--- src/rtl/host_mem_avmm_rd_engine_pkg.sv ---
// Shared types and constants for the host-memory Avalon-MM read traffic engine.
package host_mem_avmm_rd_engine_pkg;

  typedef enum logic [1:0] {
    ST_IDLE  = 2'd0,
    ST_ISSUE = 2'd1,
    ST_DRAIN = 2'd2
  } t_rd_state;

  localparam logic [1:0] AVMM_RESP_OKAY = 2'b00;

endpackage

--- src/rtl/host_mem_rd_credit_cnt.sv ---
// Outstanding-line counter; has_room looks at next-cycle occupancy so the
// registered read request can be decided one cycle ahead.
module host_mem_rd_credit_cnt #(
  parameter int unsigned MAX_OUTSTANDING = 64,
  parameter int unsigned BURST_CNT_WIDTH = 7,
  parameter int unsigned CNT_W           = $clog2(MAX_OUTSTANDING + 1) + 1
) (
  input  logic                       clk,
  input  logic                       reset_n,
  input  logic [BURST_CNT_WIDTH-1:0] add,
  input  logic                       sub,
  input  logic [BURST_CNT_WIDTH-1:0] len,
  output logic                       has_room,
  output logic                       drained
);

  localparam int unsigned SUM_W = CNT_W + 1;

  logic [CNT_W-1:0] count;
  logic [CNT_W-1:0] count_next;
  logic [SUM_W-1:0] room_sum;

  always_comb begin
    count_next = count + CNT_W'(add) - CNT_W'(sub);
    room_sum   = {1'b0, count_next} + SUM_W'(len);
    has_room   = (room_sum <= SUM_W'(MAX_OUTSTANDING));
    drained    = (count_next == '0);
  end

  always_ff @(posedge clk or negedge reset_n) begin
    if (!reset_n) begin
      count <= '0;
    end else begin
      count <= count_next;
    end
  end

endmodule

--- src/rtl/host_mem_avmm_rd_engine.sv ---
// Issues a programmed number of fixed-length read bursts on a host-memory
// Avalon-MM port, limits lines in flight, and folds returned data into rd_xor.
module host_mem_avmm_rd_engine
  import host_mem_avmm_rd_engine_pkg::*;
#(
  parameter int unsigned ADDR_WIDTH      = 42,
  parameter int unsigned DATA_WIDTH      = 512,
  parameter int unsigned BURST_CNT_WIDTH = 7,
  parameter int unsigned MAX_OUTSTANDING = 64,
  parameter int unsigned CNT_WIDTH       = 32
) (
  input  logic                                 clk,
  input  logic                                 reset_n,
  input  logic                                 start,
  input  logic [ADDR_WIDTH-1:0]                base_addr,
  input  logic [CNT_WIDTH-1:0]                 num_bursts,
  input  logic [BURST_CNT_WIDTH-1:0]           burst_len,
  output logic [ADDR_WIDTH-1:0]                avm_address,
  output logic [BURST_CNT_WIDTH-1:0]           avm_burstcount,
  output logic                                 avm_read,
  input  logic                                 avm_waitrequest,
  input  logic [DATA_WIDTH-1:0]                avm_readdata,
  input  logic                                 avm_readdatavalid,
  input  logic [1:0]                           avm_response,
  output logic                                 busy,
  output logic                                 done,
  output logic                                 error,
  output logic [CNT_WIDTH+BURST_CNT_WIDTH-1:0] lines_rcvd,
  output logic [CNT_WIDTH-1:0]                 cycles,
  output logic [63:0]                          rd_xor
);

  localparam int unsigned LINES_W = CNT_WIDTH + BURST_CNT_WIDTH;
  localparam logic [BURST_CNT_WIDTH-1:0] MAX_BURST =
    BURST_CNT_WIDTH'(2 ** (BURST_CNT_WIDTH - 1));

  t_rd_state                  state;
  t_rd_state                  next_state;
  logic                       read_next;
  logic [CNT_WIDTH-1:0]       bursts_left;
  logic [BURST_CNT_WIDTH-1:0] len_q;
  logic [BURST_CNT_WIDTH-1:0] credit_add;
  logic                       accept;
  logic                       beat;
  logic                       last_accept;
  logic                       has_room;
  logic                       drained;
  logic                       cfg_empty;
  logic                       cfg_bad;
  logic [63:0]                fold;

  assign accept      = avm_read & ~avm_waitrequest;
  assign beat        = avm_readdatavalid & (state != ST_IDLE);
  assign last_accept = accept && (bursts_left == CNT_WIDTH'(1));
  assign credit_add  = accept ? len_q : '0;
  assign cfg_empty   = (num_bursts == '0) || (burst_len == '0);
  assign cfg_bad     = (burst_len > MAX_BURST);

  host_mem_rd_credit_cnt #(
    .MAX_OUTSTANDING (MAX_OUTSTANDING),
    .BURST_CNT_WIDTH (BURST_CNT_WIDTH)
  ) u_credit (
    .clk      (clk),
    .reset_n  (reset_n),
    .add      (credit_add),
    .sub      (beat),
    .len      (len_q),
    .has_room (has_room),
    .drained  (drained)
  );

  always_comb begin
    fold = '0;
    for (int unsigned i = 0; i < DATA_WIDTH / 64; i++) begin
      fold = fold ^ avm_readdata[i*64 +: 64];
    end
  end

  // A stalled request must stay up; otherwise re-request only if the next
  // cycle's occupancy leaves room for a whole burst.
  always_comb begin
    next_state = state;
    read_next  = 1'b0;
    case (state)
      ST_IDLE: begin
        if (start && !cfg_empty && !cfg_bad) begin
          next_state = ST_ISSUE;
          read_next  = 1'b1;
        end
      end
      ST_ISSUE: begin
        if (last_accept) begin
          next_state = ST_DRAIN;
        end else if (avm_read && avm_waitrequest) begin
          read_next = 1'b1;
        end else begin
          read_next = has_room;
        end
      end
      ST_DRAIN: begin
        if (drained) begin
          next_state = ST_IDLE;
        end
      end
      default: next_state = ST_IDLE;
    endcase
  end

  always_ff @(posedge clk or negedge reset_n) begin
    if (!reset_n) begin
      state    <= ST_IDLE;
      avm_read <= 1'b0;
    end else begin
      state    <= next_state;
      avm_read <= read_next;
    end
  end

  always_ff @(posedge clk or negedge reset_n) begin
    if (!reset_n) begin
      avm_address    <= '0;
      avm_burstcount <= '0;
      len_q          <= '0;
      bursts_left    <= '0;
      busy           <= 1'b0;
      done           <= 1'b0;
      error          <= 1'b0;
      lines_rcvd     <= '0;
      cycles         <= '0;
      rd_xor         <= '0;
    end else if (state == ST_IDLE && start) begin
      avm_address    <= base_addr;
      avm_burstcount <= burst_len;
      len_q          <= burst_len;
      bursts_left    <= num_bursts;
      busy           <= !(cfg_empty || cfg_bad);
      done           <= cfg_empty || cfg_bad;
      error          <= !cfg_empty && cfg_bad;
      lines_rcvd     <= '0;
      cycles         <= '0;
      rd_xor         <= '0;
    end else begin
      if (accept) begin
        avm_address <= avm_address + ADDR_WIDTH'(len_q);
        bursts_left <= bursts_left - CNT_WIDTH'(1);
      end
      if (beat) begin
        lines_rcvd <= lines_rcvd + LINES_W'(1);
        rd_xor     <= rd_xor ^ fold;
        error      <= error | (avm_response != AVMM_RESP_OKAY);
      end
      if (busy && cycles != '1) begin
        cycles <= cycles + CNT_WIDTH'(1);
      end
      if (state == ST_DRAIN && drained) begin
        done <= 1'b1;
        busy <= 1'b0;
      end
    end
  end

endmodule

--- config.mk ---
export PLATFORM = sky130hd
export DESIGN_NAME = host_mem_avmm_rd_engine
export DESIGN_NICKNAME = d
export VERILOG_FILES = /design/src/rtl/host_mem_avmm_rd_engine_pkg.sv /design/src/rtl/host_mem_rd_credit_cnt.sv /design/src/rtl/host_mem_avmm_rd_engine.sv
export SDC_FILE = /design/constraint.sdc
export NUM_CORES = 1
export LEC_CHECK = 0
export CAP_MARGIN = 20
export CORE_AREA = 2 2 308 310
export CTS_CLUSTER_DIAMETER = 100
export DETAILED_ROUTE_END_ITERATION = 12
export DIE_AREA = 0 0 310 312
export SYNTH_ARGS = -nofsm -noshare
export SYNTH_HDL_FRONTEND = slang
export SYNTH_SLANG_ARGS = --single-unit
--- constraint.sdc ---
create_clock -name clk -period 10.7 [get_ports clk]
set_input_delay 1.07 -clock clk [delete_from_list [all_inputs] [get_ports clk]]
set_output_delay 1.07 -clock clk [all_outputs]
set_load 0.05 [all_outputs]
==> impl_metrics.toml <==
[floorplan]
initial_utilization = 0.175
die-area_um2 = 96700
fp.dieH_um = 312
die_w_um = 310
io_pins = 788
core_um2 = 93000
num_rows = 112

[sta]
slew_headroom = 0.188
setup_viol = 0
hold_violations = 0
worstMarginPinSlew_ps = 1210
min_period_ps = 4960
slew_viol_final = 0
setup_tns_ps = 0
period_share = 0.464
rsz0062_at_grt = "false"
fmax_ghz = 0.202
clock_skew_ps = 20.9

[grt]
grt_pass1_wl_um = 120000
grt_max_degree = 97
grt_usage = 0.177
antenna_found_initial = 44
first_global_vias = 16200
grt_overflow = 0

[status]
outcome = "complete, no violations"

[power_and_ir_drop]
p_leak_nw = 10.1
p_per_area_nw_per_um2 = 232
pwr-share-seq = 0.242
switching_share = 0.467
combPwrFrac = 0.549
peakVddDrop_mv = 0.127
switching_power_mw = 2.91
p_total_mw = 6.24
p_int_mw = 3.33
clkPwrFrac = 0.209

[critical_path]
endpoint_kind = "flip-flop"
crit_path_frequent_cell = "ha_1"
reg2reg_to = "avm_read"
crit_slowest_cell = "clkdlybuf4s50_1"
critical_path.max_fanout = 44
crit_chain = "clkdlybuf4s50_1 > o21ai_4 > buf_4 > inv_1 > ha_1 > inv_1 > ha_1 > fa_1 > a21o_1 > a21oi_1 > xnor2_1 > ha_1 > and3_1 > a221oi_1 > and3b_1 > nor4_1 > o211ai_1 > o21ai_0"
arrival_ps = 5370
r2r_cells = 17
slowest_delay_ps = 480
cp.required_ps = 11110
cp-start-kind = "primary input"
rrSetupSlack_ps = 6220
r2r-start = "state[1]"
crit_type = "primary input to flip-flop"

[clock_network]
cts_tree = "done"
clkSinkCount = 230
ctsHoldBuffers = 0
cts.clk_slew.worst_paths_ps = 50
cts_buffers = 34
htreeDepth = 2
clk_latency_ps = 540
post_cts_resized = 0
clockRootBuffer = "clkbuf_16"
clk_path_buf_depth = 3
cts_setup_buffers = 0

[placement]
place_congestion = 0.894
placed_area_um2 = 25600
dpl.hpwl_um = 75400
portBuffers = 787

[routing]
wl_per_cell_um = 22.8
drc = 0
drtAntennaViolNets = 0
drtIter0Drc = 1040
num_vias = 16200
routed_via_density = 4.17
totalWireLength_um = 88100
drtPass1Iterations = 5

[synth]
yosysSeqAreaShare = 0.354
yosys_warnings = 0
syn-num-nets = 2439
synthTopCellsByArea = "dfrtp_1 35%, xnor2_1 20%, xor2_1 10%"
synth_largest_area_cell = "dfrtp_1"
ys_ff_latch = 230
async_flop_share = 1.00
syn-cell-area_um2 = 16300
synth-edff-count = 0
synth.avg_cell_area_um2 = 9.01
synth_top_area_frac = 0.354
syn_inst = 1804
ys_types = 66
ys.flop_type = "dfrtp_1"

[final_layout]
drive_gt1_frac = 0.0396
nFillCells = 9950
fin_nets = 3209
synthToLayoutAreaGrowth_pct = 65.5
design_area_um2 = 26900

[flow_run]
cap_violations = 0

[min_path]
hold_class = "primary input to async pin"
## kinds of logic after synthesis
kind of cell    after synthesis  synth area share
mux                           5           0.00323
xor+xnor                    563             0.303
compound gates              296             0.103
flops                       230             0.354
buf+inv                     108            0.0259
simple gates                567             0.182
fa+ha+maj                    35            0.0283
## worst max-delay path, delay by kind of cell
kind                     cells  cell delay [ps]
adder cells (fa/ha/maj)      4             1280
XOR/XNOR                     1              210
AO/OA/AOI/OAI                6             1210
AND/OR/NAND/NOR              3              470
buffers and inverters        4             1130
## cells in the final DEF, fill, tap and decap left out, drive strengths merged, types with 8 or more instances in the layout
| cell type | n |
|---|---|
| a21oi | 88 |
| a31oi | 25 |
| and3 | 23 |
| and4 | 14 |
| buf | 15 |
| bufinv | 8 |
| clkbuf | 45 |
| clkdlybuf4s50 | 786 |
| dfrtp | 230 |
| diode | 20 |
| ha | 32 |
| inv | 42 |
| nand2 | 136 |
| nand3 | 53 |
| nand4 | 27 |
| nor2 | 119 |
| nor3 | 29 |
| nor4 | 26 |
| o21a | 8 |
| o21ai | 134 |
| o31ai | 11 |
| or2 | 9 |
| or3 | 83 |
| or4 | 14 |
| xnor2 | 370 |
| xor2 | 193 |
## how the worst max path moves through the flow
stage,startpoint,end,cells past startpoint
6_report,avm_readdatavalid,avm_read,18
5_1_grt,avm_readdatavalid,avm_read,18
3_5_place_dp,avm_readdatavalid,avm_read,18
4_1_cts,avm_readdatavalid,avm_read,18
3_3_place_gp,avm_readdatavalid,avm_read,18
2_1_floorplan,avm_readdatavalid,avm_read,17
## registers in the layout, summed over array words and instances (netlist names)
signal and count:
u_credit.count 8, error 1, bursts_left 32, lines_rcvd 39
avm_read 1, state 2, avm_address 42, cycles 32
len_q 7, busy 1, done 1, rd_xor 64
## area by class of cell
cell class              count  area (um2)  share of cell area
well taps                1254        1570              0.0583
clock inverters            16         324              0.0120
diodes                     20        50.0             0.00186
clock buffers              45         963              0.0358
flip-flops and latches    230        5760               0.214
multi-input cells        1466       10100               0.375
repair buffers            801        7990               0.297
inverters                  41         154             0.00572
## per-stage QoR
| stage | util | worst slack (ps) | cells | hold WS (ps) |
|---|---|---|---|---|
| floorplan | - | 6200 | 1804 | 534 |
| global placement | 0.275 | 5270 | 3791 | 532 |
| detailed placement | 0.275 | 5160 | 3791 | 542 |
| CTS | 0.288 | 5760 | 3852 | 491 |
| global route | 0.289 | 5390 | 3870 | 505 |
| finish | 0.289 | 5740 | 3873 | 484 |
## Yosys cell counts, drive strengths merged (25+ instances only)
| cell type | number |
|---|---|
| a21oi | 88 |
| inv | 41 |
| nor2 | 119 |
| nand2 | 136 |
| a31oi | 25 |
| or3 | 83 |
| nand4 | 27 |
| nor4 | 26 |
| nand3 | 53 |
| o21ai | 134 |
| clkbuf | 58 |
| xor2 | 193 |
| ha | 32 |
| dfrtp | 230 |
| nor3 | 29 |
| xnor2 | 370 |
## power groups by stage
stage          clock network [mW]  registers [mW]  logic, mW
2_1_floorplan                   0            2.19       1.39
3_3_place_gp                    0            1.51       3.40
3_5_place_dp                    0            1.52       3.46
4_1_cts                      1.35            1.51       3.47
5_1_grt                      1.38            1.56       3.71
6_report                     1.31            1.51       3.43
## metal layers
metal / up-vias / GRT usage / routed length (um) / part of all wire
met1: 7705 / 0.203 / 34400 / 0.39
met5: - / 0 / 57 / 0.00065
li1: 7739 / - / - / -
met2: 569 / 0.301 / 42900 / 0.49
met4: 10 / 0.0855 / 4260 / 0.048
met3: 141 / 0.0470 / 6500 / 0.074
Power figures use the tool's default switching activity.
==> variant 1: new RTL, same flow settings <==
Reset style: synchronous (`reset_n`), changed in 3 clocked blocks.
--- a/src/rtl/host_mem_rd_credit_cnt.sv
+++ b/src/rtl/host_mem_rd_credit_cnt.sv
@@ -28,5 +28,5 @@
   end
 
-  always_ff @(posedge clk or negedge reset_n) begin
+  always_ff @(posedge clk) begin
     if (!reset_n) begin
       count <= '0;
--- a/src/rtl/host_mem_avmm_rd_engine.sv
+++ b/src/rtl/host_mem_avmm_rd_engine.sv
@@ -107,5 +107,5 @@
   end
 
-  always_ff @(posedge clk or negedge reset_n) begin
+  always_ff @(posedge clk) begin
     if (!reset_n) begin
       state    <= ST_IDLE;
@@ -117,5 +117,5 @@
   end
 
-  always_ff @(posedge clk or negedge reset_n) begin
+  always_ff @(posedge clk) begin
     if (!reset_n) begin
       avm_address    <= '0;
Behaviour: differs if reset_n is asserted again (counterexample within 4 cycles, from zero or initial values and one cycle with reset_n low); with reset_n held inactive, the same outputs for 4 cycles.
==> variant 1 against the unedited design <==
- area after synthesis shrank 5.2%
- synthesized cell count grew 1.6%
- final cell count is essentially flat
- routed wire length shrank 13%
- clock skew shrank 3.6 ps
- setup slack gained 390 ps
- sequential cell count is the same
- design area shrank 4.3%
- critical endpoint is now avm_read
Power is not compared: it rests on default switching activity, and its combinational part moved more than twofold at a synthesized area within 25%.
==> variant 1: results (changes against the unedited design) <==
* Worst vdd ir at 0.119 mV
* Synth cell types at 63 (-4.5%)
* Worst hold path type: flip-flop to flip-flop
* Postcts setup bufs at 0 (unchanged)
* H-tree depth at 1 (-1)
* Initial antenna violation count at 29 (-34%)
* Final WL at 76.7 mm (-13%)
* DP Worst Slack at 5560 ps (+396 ps)
* Seq/Total Area, Yosys at 29.9% (-5.5 points)
* Nets@finish at 3225 (+0.50%)
* GP Congestion at 0.876 (-1.9%)
* Family with the most delay on the worst path: adder cells
* Dpl cells at 3812 (+0.55%)
* Critical path arrival at 5050 ps (-320 ps)
* Drt pass-1 iters at 5 (unchanged)
* Vias per inst at 4.07 (-2.6%)
* Layout cells sized above 1 at 3.29% (-0.67 points)
* Max stage delay on crit path at 600 ps (+120 ps)
* Clk_skew at 17.3 ps (-3.60 ps)
* Num CTS Buffers at 30 (-12%)
* Placement Cell Area at 24700 µm² (-3.4%)
* Register clock-pin slew on the reported worst setup and hold paths at 60 ps
* Biggest registers after layout: rd_xor (64), avm_address (42), lines_rcvd (39)
* Worst Path Max Fanout at 22 (-50%)
* Leak at 8.36 nW
* First-pass GRT wire length at 107 mm (-11%)
* DRT iter0 DRCs at 896 (-14%)
* All-Layer GR Usage at 15.2% (-2.4 points)
* Post-CTS Resized at 0 (unchanged)
* Commonest cells post-synth: xnor2_1, dfxtp_1, xor2_1
* Largest net degree at the start of global routing at 108 (+11%)
* YS warnings at 0 (unchanged)
* Dominant cells by area after synthesis: dfxtp_1, xnor2_1, xor2_1
* Clk_lat worst skew at 590 ps (+50 ps)
* Worst-Margin Slew at 1130 ps (-78.4 ps)
* Synthesized Nets at 2467 (+1.1%)
* Ys async rst share at 0% (-100 points)
* DP HPWL at 65.5 mm (-13%)
* Synthesized area per cell at 8.41 µm² (-6.6%)
* Clock buffer depth at 3 (unchanged)
* # port buffers at 787 (unchanged)
* Post-Route Setup TNS at 0 ps (unchanged)
* Vias in the first global route at 15300 (-5.8%)
* Layout Cells excl Fill at 3874 (+0.026%)
* Status: finished, final reports clean
* Clock root buffer: clkbuf_16
* CP max stage cell: or4b_2
variant 1: layout make-up:
class | count | area [µm²]
inverters | 50 | 188
diodes | 8 | 20.0
flip-flops and latches | 230 | 4600
repair buffers | 800 | 7980
well taps | 1254 | 1570
multi-input cells | 1478 | 10400
clock inverters | 11 | 156
fillers | 10100 | 67300
clock buffers | 43 | 870
variant 1: final timing paths:
path,start,end,slack (ps),depth (start not counted)
max reg2reg,avm_read,avm_read,6620,16
max,avm_waitrequest,avm_read,6130,17
min,rd_xor[35],rd_xor[35],480,2
min reg2reg,rd_xor[35],rd_xor[35],480,2
variant 1: per-layer routing:
metal  vias to the layer above  track usage (%)  wire length (µm)
li1                       7881                -                 -
met1                      7211             19.1             32500
met2                       572             26.0             36700
met3                        77             4.26              6390
met4                        10             2.80              1120
met5                         -                0                69
variant 1: worst reg2reg max path, delay by kind of cell, from the launching register on:
kind	cells	cell delay (ps)
compound gates	5	890
buf+inv	3	400
flops	1	400
simple gates	3	840
fa+ha+maj	3	1120
mux	1	170
xor+xnor	1	170
variant 1: kinds of logic (layout without fill, tap and decap cells):
logic type / Yosys count / in the layout / synth area share, %
mux: 4 / 4 / 0.260
flops: 230 / 230 / 29.9
fa+ha+maj: 35 / 35 / 2.99
xor+xnor: 562 / 562 / 31.9
simple gates: 505 / 505 / 17.1
compound gates: 372 / 372 / 14.7
buf+inv: 124 / 904 / 3.14
other cells: 0 / 8 / 0
variant 1: report_power, final:
part | leakage (nW) | switching (mW) | total (mW) | internal, mW
clock network | 0.493 | 0.424 | 1.06 | 0.635
registers | 1.88 | 0.0622 | 0.985 | 0.923
logic | 5.99 | 0.762 | 1.42 | 0.658
==> variant 2: new RTL, config.mk and constraints unchanged <==
Without the edit above. The parameter `CNT_WIDTH` goes from 32 to 64.
--- a/src/rtl/host_mem_avmm_rd_engine.sv
+++ b/src/rtl/host_mem_avmm_rd_engine.sv
@@ -8,5 +8,5 @@
   parameter int unsigned BURST_CNT_WIDTH = 7,
   parameter int unsigned MAX_OUTSTANDING = 64,
-  parameter int unsigned CNT_WIDTH       = 32
+  parameter int unsigned CNT_WIDTH       = 64
 ) (
   input  logic                                 clk,
Ports: changed (resized cycles, lines_rcvd and num_bursts); port bits go from 788 to 884. No check against the original RTL was run, so the function may have changed too.
==> variant 2 against the unedited design <==
- design area increased by 22%
- synthesized cell count is 32% higher
- power rose by 1.9%
- sequential cell count increased by 96
- routed wire length rose by 13%
- critical path depth decreased by 2
- hold slack better by 25 ps
- critical path type unchanged
- critical endpoint unchanged
- area after synthesis is 30% higher
- final cell count up 17%
- setup slack improved by 79 ps
- largest power group unchanged
- sequential share of layout area rose by 3.4 points
==> variant 2: results (changes against the unedited design) <==
* Status: finished, final reports clean
* Dpl cells at 4448 (+17%)
* Clock network power share at 22.8% (+1.9 points)
* Critical path arrival at 5390 ps (+20 ps)
* Worst hold path type: flip-flop to flip-flop
* Worst hold slack at 509 ps (+25.1 ps)
* Post-synthesis mux area share at 0.100% (-0.22 points)
* Worst-Margin Slew at 1070 ps (-143 ps)
* Leak at 12.3 nW (+23%)
* Synth Area in Compound Gates at 8.38% (-1.9 points)
* Final WL at 99.3 mm (+13%)
* # port buffers at 883 (+12%)
* Most flop-heavy register: lines_rcvd
* Power Internal at 3.55 mW (+6.5%)
* GP Congestion at 0.909 (+1.7%)
* Synth cell types at 62 (-6.1%)
* Seq/Total Area, Yosys at 38.5% (+3.1 points)
* Placement Cell Area at 31400 µm² (+23%)
* Vias per inst at 4.51 (+8.1%)
* Worst Path Max Fanout at 42 (-4.5%)
* DP Worst Slack at 5290 ps (+130 ps)
* Nets@finish at 3905 (+22%)
* Worst vdd ir at 0.102 mV (-19%)
* Clk_lat worst skew at 570 ps (+30 ps)
* F_max at 205 MHz (+1.6%)
* Worst R2R Setup Slack at 5960 ps (-260 ps)
* Post-Synth Adder-Cell Area at 2.17% (-0.66 points)
* Clk_skew at 13.3 ps (-7.63 ps)
* Switching share of power at 44.3% (-2.4 points)
* Vias after detailed routing at 20500 (+27%)
* Dominant cells by area after synthesis: dfrtp_1, xnor2_1, xor2_1
* Largest net degree at the start of global routing at 125 (+29%)
* Initial antenna violation count at 38 (-14%)
* Synth Area in XOR/XNOR at 27.4% (-3.0 points)
variant 2: cell types whose count changed after synthesis, moves of 26 or more:
cell,unedited run,this run
dfrtp_1,230,326
nand2_1,136,222
nor2_1,119,201
nor3_1,25,71
nor4_1,24,50
o21ai_0,130,198
xnor2_1,370,444
variant 2: worst min path at each step:
stage                    start               to  depth (start not counted)
4_1_cts         lines_rcvd[70]   lines_rcvd[70]                          1
3_5_place_dp    lines_rcvd[70]   lines_rcvd[70]                          1
3_3_place_gp    lines_rcvd[70]   lines_rcvd[70]                          1
2_1_floorplan  bursts_left[52]  bursts_left[52]                          2
6_report        lines_rcvd[70]   lines_rcvd[70]                          1
5_1_grt         lines_rcvd[70]   lines_rcvd[70]                          1
variant 2: metal layers:
metal	up-vias	global-route usage, %	wire length [µm]	part of all wire, %
met3	136	5.56	8830	8.9
met1	9764	23.3	38700	39
met2	731	34.7	48800	49
met4	18	5.83	2920	2.9
li1	9815	-	-	-
met5	-	0	118	0.12
variant 2: critical path, cell delays in order:
cell and delay [ps]:
clkdlybuf4s50_1 450, o21ai_4 340, clkinv_2 380, ha_1 380, inv_1 60, ha_1 160, inv_1 50, fa_1 500
inv_1 90, fa_1 450, xor2_1 180, or3_1 350, o41ai_1 340, a21boi_0 140, o41ai_1 270, a21o_1 160
variant 2: cell type report:
type	count	area, µm²
diodes	11	27.5
clock buffers	64	1270
multi-input cells	1913	12500
flip-flops and latches	326	8160
inverters	54	204
fillers	9689	60200
clock inverters	12	123
repair buffers	901	8980
well taps	1254	1570
variant 2: logic make-up after synthesis:
family / count (synthesis)
simple gates: 874
xor+xnor: 662
compound gates: 340
flops: 326
buf+inv: 140
fa+ha+maj: 35
mux: 2
